$ cat src/rtl/counter_seq_pkg.sv
// counter_seq_pkg: shared FSM state, mode encodings and default width for counter_seq_ctrl
package counter_seq_pkg;
    typedef enum logic [1:0] {IDLE = 2'd0, RUN = 2'd1, DONE = 2'd2} state_t;
    localparam logic [1:0] MODE_UP   = 2'b00;
    localparam logic [1:0] MODE_DOWN = 2'b01;
    localparam logic [1:0] MODE_PP   = 2'b10;
    localparam logic [1:0] MODE_RSV  = 2'b11;
    localparam int DEFAULT_WIDTH = 5;
endpackage

$ cat src/rtl/counter_seq_ctrl_step_addsub.sv
// step_addsub: modulo-2^W increment (sub=0) or decrement (sub=1)
module step_addsub #(parameter int W = 5) (
    input  logic [W-1:0] a,
    input  logic         sub,
    output logic [W-1:0] y
);
    always_comb y = sub ? a - W'(1) : a + W'(1);
endmodule

$ cat src/rtl/counter_seq_ctrl.sv
// counter_seq_ctrl: bounded up/down/ping-pong sequencer with hold/stop control.
// Ping-pong mode exists only when COUNTER_SEQ_PINGPONG_EN is defined; otherwise mode 10 is rejected.
module counter_seq_ctrl
    import counter_seq_pkg::*;
#(
    parameter int WIDTH = DEFAULT_WIDTH
) (
    input  logic             clk,
    input  logic             rst_n,
    input  logic             start,
    input  logic [1:0]       mode,
    input  logic [WIDTH-1:0] lo,
    input  logic [WIDTH-1:0] hi,
    input  logic             hold,
    input  logic             stop,
    output logic [WIDTH-1:0] count,
    output logic             dir,
    output logic             busy,
    output logic             done,
    output logic             err
);
    state_t           state;
    logic [1:0]       mode_r;
    logic [WIDTH-1:0] lo_r, hi_r, y;
    logic             mode_ok, valid, at_end, rev, flat;
`ifdef COUNTER_SEQ_PINGPONG_EN
    // rev flips the step direction for the cycle that bounces off a bound
    always_comb begin
        mode_ok = mode != MODE_RSV;
        rev     = mode_r == MODE_PP && lo_r != hi_r && count == (dir ? lo_r : hi_r);
        flat    = mode_r == MODE_PP && lo_r == hi_r;
    end
`else
    always_comb begin
        mode_ok = mode == MODE_UP || mode == MODE_DOWN;
        rev     = 1'b0;
        flat    = 1'b0;
    end
`endif
    always_comb begin
        valid  = mode_ok && lo <= hi;
        at_end = (mode_r == MODE_UP && count == hi_r) || (mode_r == MODE_DOWN && count == lo_r);
    end
    step_addsub #(.W(WIDTH)) u_step (.a(count), .sub(dir ^ rev), .y(y));
    always_ff @(posedge clk) begin
        if (!rst_n) begin
            state  <= IDLE;
            mode_r <= '0;
            lo_r   <= '0;
            hi_r   <= '0;
            count  <= '0;
            dir    <= 1'b0;
            busy   <= 1'b0;
            done   <= 1'b0;
            err    <= 1'b0;
        end else begin
            done <= 1'b0;
            err  <= 1'b0;
            case (state)
                IDLE: if (start) begin
                    if (valid) begin
                        mode_r <= mode;
                        lo_r   <= lo;
                        hi_r   <= hi;
                        count  <= mode == MODE_DOWN ? hi : lo;
                        dir    <= mode == MODE_DOWN;
                        state  <= RUN;
                        busy   <= 1'b1;
                    end else begin
                        err <= 1'b1;
                    end
                end
                RUN: if (stop || (!hold && at_end)) begin
                    state <= DONE;
                    busy  <= 1'b0;
                    done  <= 1'b1;
                end else if (!hold && !flat) begin
                    count <= y;
                    dir   <= dir ^ rev;
                end
                default: state <= IDLE;
            endcase
        end
    end
endmodule

$ cat config.mk
export PLATFORM = sky130hd
export DESIGN_NAME = counter_seq_ctrl
export DESIGN_NICKNAME = d
export VERILOG_FILES = /design/src/rtl/counter_seq_pkg.sv /design/src/rtl/counter_seq_ctrl_step_addsub.sv /design/src/rtl/counter_seq_ctrl.sv
export SDC_FILE = /design/constraint.sdc
export NUM_CORES = 1
export LEC_CHECK = 0
export CAP_MARGIN = 20
export CORE_MARGIN = 2
export CORE_UTILIZATION = 51
export DETAILED_ROUTE_END_ITERATION = 8
export PLACE_DENSITY = 0.76
export REMOVE_ABC_BUFFERS = 1
export SYNTH_ARGS = -nofsm -noshare
export SYNTH_HDL_FRONTEND = slang
export SYNTH_SLANG_ARGS = --single-unit
$ cat constraint.sdc
create_clock -name clk -period 2.6 [get_ports clk]
set_input_delay 0.52 -clock clk [delete_from_list [all_inputs] [get_ports clk]]
set_output_delay 0.52 -clock clk [all_outputs]
set_load 0.01 [all_outputs]
==> results of run 1 <==
==> flip-flops by register name, summed over array words and instances (netlist names) <==
signal,flops
count,5
hi_r,5
lo_r,5
mode_r,2
state,2
busy,1
dir,1
done,1
err,1
==> cells in the mapped netlist (2+ instances only) <==
cell type and count:
and3_1 3, nand2_1 14, clkbuf_1 2, o211ai_1 6, nor2b_1 14, buf_6 2
nand3_1 2, nor2_1 3, xor2_1 11, ha_1 8, nor3b_1 2, mux2i_1 17
xnor2_1 2, nor4_1 2, nand2b_1 2, o21a_1 2, dfxtp_1 23, inv_1 10
a21oi_1 6, o21ai_0 2
==> placed cells by master (no fill, tap or decap) <==
cell type        netlist  routed
a22oi_1                1       1
ha_1                   8       8
o21a_1                 2       2
xnor2_1                2       2
nand4_1                1       1
mux2i_1               17      17
nor3_1                 1       1
a21oi_1                6       6
nand2b_1               2       2
buf_4                  0       5
a21o_1                 1       1
a211oi_4               1       1
nor2b_1               14      14
fa_1                   1       1
nor3b_1                2       2
and3_1                 3       3
a311o_1                1       1
clkbuf_4               0       3
clkbuf_1               2       1
xor2_1                11      11
nor4_1                 2       2
nand2_1               14      14
nand3_1                2       2
dfxtp_1               23      23
or2_4                  1       1
o221ai_1               1       1
o211ai_1               6       6
o21ai_1                1       1
inv_1                 10      10
o311ai_0               1       1
o21bai_1               1       1
nor2_4                 1       1
or3_2                  1       1
a221oi_1               1       1
clkdlybuf4s50_1        0      25
nor2_1                 3       3
o21ai_0                2       2
==> final cells by class <==
cell class	instances	area, sq um	area share, %
clock buffer	4	26.3	1.55
timing repair buffer	30	288	17.0
inverter	10	37.5	2.21
sequential	23	460	27.1
multi-input combinational	111	847	49.9
tap	30	37.5	2.21
==> path summary, 6_finish.rpt <==
path | endpoint | cells past startpoint
max | lo_r[1] | 9
min | mode_r[1] | 2
max reg2reg | count[4] | 7
min reg2reg | mode_r[1] | 2
==> power by group through the flow <==
stage	Clock, mW	Sequential (mW)	Combinational, mW
final	0.166	0.389	0.202
after floorplan	0	0.397	0.114
after detailed placement	0	0.398	0.200
after global routing	0.190	0.393	0.222
after global placement	0	0.397	0.195
after CTS	0.178	0.390	0.202
==> logic make-up after synthesis <==
family | share of synthesized area, %
xor+xnor | 8.22
compound gates | 13.3
buf+inv | 5.60
simple gates | 18.7
fa+ha+maj | 8.67
mux | 12.3
flops | 33.2
==> worst max-delay path, stage by stage <==
cell and delay [ns]:
clkdlybuf4s50_1 0.48, inv_1 0.06, ha_1 0.28, a21oi_1 0.15, o221ai_1 0.21, a211oi_4 0.33
buf_4 0.22, mux2i_1 0.21, nor2b_1 0.06
==> layer usage <==
| layer | vias to the layer above | share of wire (%) |
|---|---|---|
| met1 | 530 | 45 |
| li1 | 580 | - |
| met2 | 31 | 49 |
| met3 | 6 | 4.8 |
| met4 | 0 | 1.6 |
| met5 | - | 0 |
==> summary.txt, run 1 <==
CTS
  – Root Buffer: clkbuf_4
  – H-Tree Depth: 1
  – CTS tree: yes
  – Worst skew pair latency: 0.31 ns
  – # hold bufs at CTS: 0
  – Post-CTS Setup Bufs: 0
  – Clock net sink count: 23
  – Clock tree buffer depth: 2
  – PostCTS Resize Cnt: 0
  – Total CTS buffers: 3
  – Clock-pin slew on the worst setup and hold paths: roughly 0.12 ns

Global routing
  – Gr ovfl total: 0
  – GRT Total Usage: between 20% and 30%
  – GR Util met3: 2.79%
  – Met1 Usage GRT: 27.7%
  – GR Util met2: 35.1%
  – Wire length of the first global-routing pass: 5330 um
  – Pin count of the biggest net entering global routing: 17
  – Vias in the first global route: 1199
  – Busiest grt layer: met2
  – Initial antenna violation count: 0

Power and ir drop
  – NetSw: 0.222 mW
  – Worst VDD drop: 356 uV
  – Clk pwr share: 22.0%
  – Sw frac: 29.4%
  – Logic gate share of total power: 26.6%
  – Total Power: 0.757 mW
  – Lkg Pwr: 0.746 nW
  – Sequential Power Share: between 50% and 60%
  – Int Pwr: 0.535 mW
  – PD cells: 446 nW/um^2

Timing
  – Slew margin rel.: 66.5%
  – Worst Skew: between 0.002 and 0.003 ns
  – FMAX: approximately 440 MHz
  – Setup TNS: 0 ns
  – Worst slew pin tran: 0.498 ns
  – Final slew viol count: 0
  – Endpoints failing setup: 0
  – Final hold violations: 0
  – RSZ-0062 raised after global routing: no
  – Worst hold slack: 0.463 ns
  – Min setup slack post-route: between 0.3 and 0.4 ns
  – Final Critical Period: 2.30 ns
  – Period utilisation layout: 88.4%

Floorplan
  – Die Wd: 56.1 um
  – Starting Density: 54.9%
  – Die area: around 3100 sq um
  – Core area: 2520 sq um
  – Ports: 26
  – Num rows: 18
  – Chip height: between 50 and 60 um

Place
  – HPWL after DPL: around 2300 um
  – Post-Place Cells: 204
  – Dpl ws: -0.0220 ns
  – Port bufs: 25
  – Final Wtd Congestion: 0.885
  – Dpl cell area: about 1700 sq um

Final layout
  – Fill cell count: 222
  – Final non-filler cell total: 208
  – Area grow syn2layout: 22.5%
  – N_diodes: 0
  – Layout cells sized above 1: 6.74%
  – Finished Cell Area: approximately 1700 sq um
  – Finished Core Util: 67.3%
  – Final net count: ~210

Setup path
  – R2R setup slack: 0.53 ns
  – Crit Path Max Fanout: 7
  – Worst Setup SP: hi[2]
  – Critical Path RT: 2.82 ns
  – Startpoint Class: input pin
  – Setup CP Type: in -> reg
  – Element type at the critical path end: flop
  – Reg-to-reg startpoint: count[0]
  – WP data arrival: 2.51 ns

Worst hold path
  – Hold Path Origin: mode_r[1]
  – Tightest Hold Check Type: reg -> reg

Synthesis
  – Cell count after synthesis: 150
  – Post-synthesis cell area: 1390 sq um
  – Synth top area share: 33.2%
  – Post-synth ARST share: 0%
  – Seq/Total Area, Yosys: 33.2%
  – Synth Register Bits: 23
  – EDFF count, synth: 0
  – Synth Flop Type: dfxtp_1
  – Largest cells by area after synthesis: dfxtp_1 33%, mux2i_1 12%, ha_1 7.2%
  – Synthesized area per cell: 9.23 sq um
  – Syn. warnings: 0
  – Top cell type by total area after synthesis: dfxtp_1
  – Yosys cell types: 37

Route
  – First-pass DRT Iterations: 4
  – Vias: 1147
  – Vias/cell: 5.51
  – Routed WL: 2950 um
  – Residual DRC count: 0
  – Antenna Nets Post-Route: 0
  – Routed len/inst: approximately 14 um
  – First-iteration detailed-routing DRC count: 29

Outcome
  – Status: finished clean

Flow run
  – Max Cap Viol: 0
Power figures use the tool's default switching activity.
==> run 2, diff against run 1 <==
- CTS_BUF_LIST: default -> sky130_fd_sc_hd__clkbuf_16
==> run 2 against run 1 <==
Compared with the run above: flip-flop and latch count unchanged; maximum frequency fell by 5.5%; clock skew shrank 0.0015 ns; non-clock buffer count stayed put; setup slack lost 0.13 ns; via count shrank 0.61%; core utilization rose by 2.1 points; clock-buffer cell count down 1; cell area up 3.1%; critical path type unchanged; sequential share of layout area down 0.82 points; highest routed layer unchanged.
==> summary.txt, run 2 (synthesis gave the netlist of run 1 again) <==
CTS
  – Root Buffer: clkbuf_16 (was clkbuf_4)
  – Total CTS buffers: 3 (unchanged)
  – H-Tree Depth: 1 (unchanged)
  – # hold bufs at CTS: 0 (unchanged)
  – PostCTS Resize Cnt: 0 (unchanged)
  – Worst skew pair latency: 0.25 ns (was 0.31 ns)
  – Clock-pin slew on the worst setup and hold paths: 0.06 ns (was 0.12 ns)
  – Clock net sink count: 23 (unchanged)
  – Clock tree buffer depth: 2 (unchanged)
  – Post-CTS Setup Bufs: 0 (unchanged)
  – CTS tree: yes (unchanged)

Setup path
  – CP Cell Sequence: clkdlybuf4s50_1 -> inv_1 -> ha_1 -> a21oi_1 -> o221ai_1 -> a211oi_4 -> buf_4 -> mux2i_1 -> nor2b_1 (unchanged)
  – Setup CP Type: in -> reg (unchanged)
  – Element type at the critical path end: flop (unchanged)
  – Slowest stage delay, CP: 0.48 ns (about the same)
  – Crit Path Max Fanout: 7 (unchanged)
  – R2R setup slack: 0.55 ns (was 0.53 ns)
  – Startpoint Class: input pin (unchanged)
  – Critical path's slowest cell: clkdlybuf4s50_1 (unchanged)
  – WP data arrival: 2.58 ns (was 2.51 ns)
  – Critical Path RT: 2.75 ns (was 2.82 ns)

Global routing
  – GRT Total Usage: 21.8% (was 21.1%)
  – Wire length of the first global-routing pass: 5440 um (was 5330 um)
  – Gr ovfl total: 0 (unchanged)
  – Pin count of the biggest net entering global routing: 17 (unchanged)
  – Vias in the first global route: 1229 (was 1199)
  – Initial antenna violation count: 0 (unchanged)

Timing
  – Final hold violations: 0 (unchanged)
  – RSZ-0062 raised after global routing: no (unchanged)
  – Final Critical Period: 2.43 ns (was 2.30 ns)
  – Worst hold slack: 0.453 ns (was 0.463 ns)
  – Min setup slack post-route: 0.168 ns (was 0.302 ns)
  – Period utilisation layout: 93.5% (was 88.4%)
  – Setup TNS: 0 ns (unchanged)
  – FMAX: 411 MHz (was 435 MHz)
  – Worst Skew: 0.00150 ns (was 0.00298 ns)
  – Slew margin rel.: 65.0% (was 66.5%)
  – Endpoints failing setup: 0 (unchanged)
  – Final slew viol count: 0 (unchanged)
  – Worst slew pin tran: 0.520 ns (was 0.498 ns)

Final layout
  – Finished Core Util: 69.3% (was 67.3%)
  – Fill cell count: 209 (was 222)
  – Layout cells sized above 1: 6.74% (unchanged)
  – Area grow syn2layout: 26.3% (was 22.5%)
  – Commonest non-fill, non-tap cells in the layout: 25 x clkdlybuf4s50_1, 23 x dfxtp_1, 17 x mux2i_1 (unchanged)
  – Commonest non-fill, non-tap cell in the layout: clkdlybuf4s50_1 (unchanged)
  – Final net count: 205 (unchanged)
  – Final non-filler cell total: 208 (unchanged)
  – N_diodes: 0 (unchanged)
  – Register area: 460 sq um (unchanged)
  – Multi-input gate area: 847 sq um (unchanged)
  – Top flop regs: count (5), hi_r (5), lo_r (5) (unchanged)

Power and ir drop
  – Worst VDD drop: 462 uV (was 356 uV)
  – Lkg Pwr: 0.773 nW (was 0.746 nW)
  – PD cells: 528 nW/um^2 (was 446 nW/um^2)

Floorplan
  – Core area: 2520 sq um (unchanged)
  – Die Wd: 56.1 um (unchanged)
  – Num rows: 18 (unchanged)
  – Starting Density: 54.9% (unchanged)
  – Ports: 26 (unchanged)
  – Chip height: 56.1 um (unchanged)
  – Die area: 3150 sq um (unchanged)

Outcome
  – Status: finished clean (unchanged)

Place
  – Final Wtd Congestion: 0.885 (unchanged)
  – Dpl ws: -0.0220 ns (unchanged)
  – Port bufs: 25 (unchanged)
  – Post-Place Cells: 204 (unchanged)
  – HPWL after DPL: 2320 um (unchanged)

Route
  – Antenna Nets Post-Route: 0 (unchanged)
  – Vias: 1140 (was 1147)
  – Residual DRC count: 0 (unchanged)
  – Routed len/inst: 14.7 um (was 14.2 um)
  – Vias/cell: 5.48 (was 5.51)
  – First-iteration detailed-routing DRC count: 28 (was 29)
  – First-pass DRT Iterations: 4 (unchanged)
  – Routed WL: 3070 um (was 2950 um)

Worst hold path
  – Tightest Hold Check Type: reg -> reg (unchanged)

Flow run
  – Max Cap Viol: 0 (unchanged)
==> run 2: final timing paths <==
path,from,to,cells past startpoint
worst min register to register,mode_r[1],mode_r[1],2
worst max register to register,count[0],count[4],7
worst min-delay path,mode_r[1],mode_r[1],2
worst max-delay path,hi[2],lo_r[1],9
==> run 2: final cells by class <==
class	count	share of cell area (%)
inverter	10	2.15
clock buffer	3	4.29
clock inverter	1	0.215
multi-input combinational	111	48.4
sequential	23	26.3
timing repair buffer	30	16.5
tap	30	2.15
==> run 2: critical path: cells and delay by family <==
family	cells	cell delay, ns
fa+ha+maj	1	0.28
buf+inv	3	0.77
simple gates	1	0.06
mux	1	0.22
compound gates	3	0.71
==> run 2: per-stage QoR <==
stage / total power [mW] / area (sq um)
3_5_place_dp: 0.597 / 1670
3_3_place_gp: 0.592 / 1670
6_report: 0.923 / 1750
4_1_cts: 0.929 / 1750
2_1_floorplan: 0.510 / 1350
5_1_grt: 0.969 / 1750
==> run 2: report_power, final <==
group	total, mW	internal (mW)	switching [mW]
Clock	0.331	0.205	0.125
Combinational	0.203	0.104	0.0982
Sequential	0.390	0.371	0.0192
Total	0.923	0.680	0.243
==> run 2: layer usage <==
metal  routed length (um)  global-route usage [%]
met3                  102                    3.26
met1                 1400                    27.2
met2                 1530                    37.8
met4                   40                    7.82
met5                    0                       0
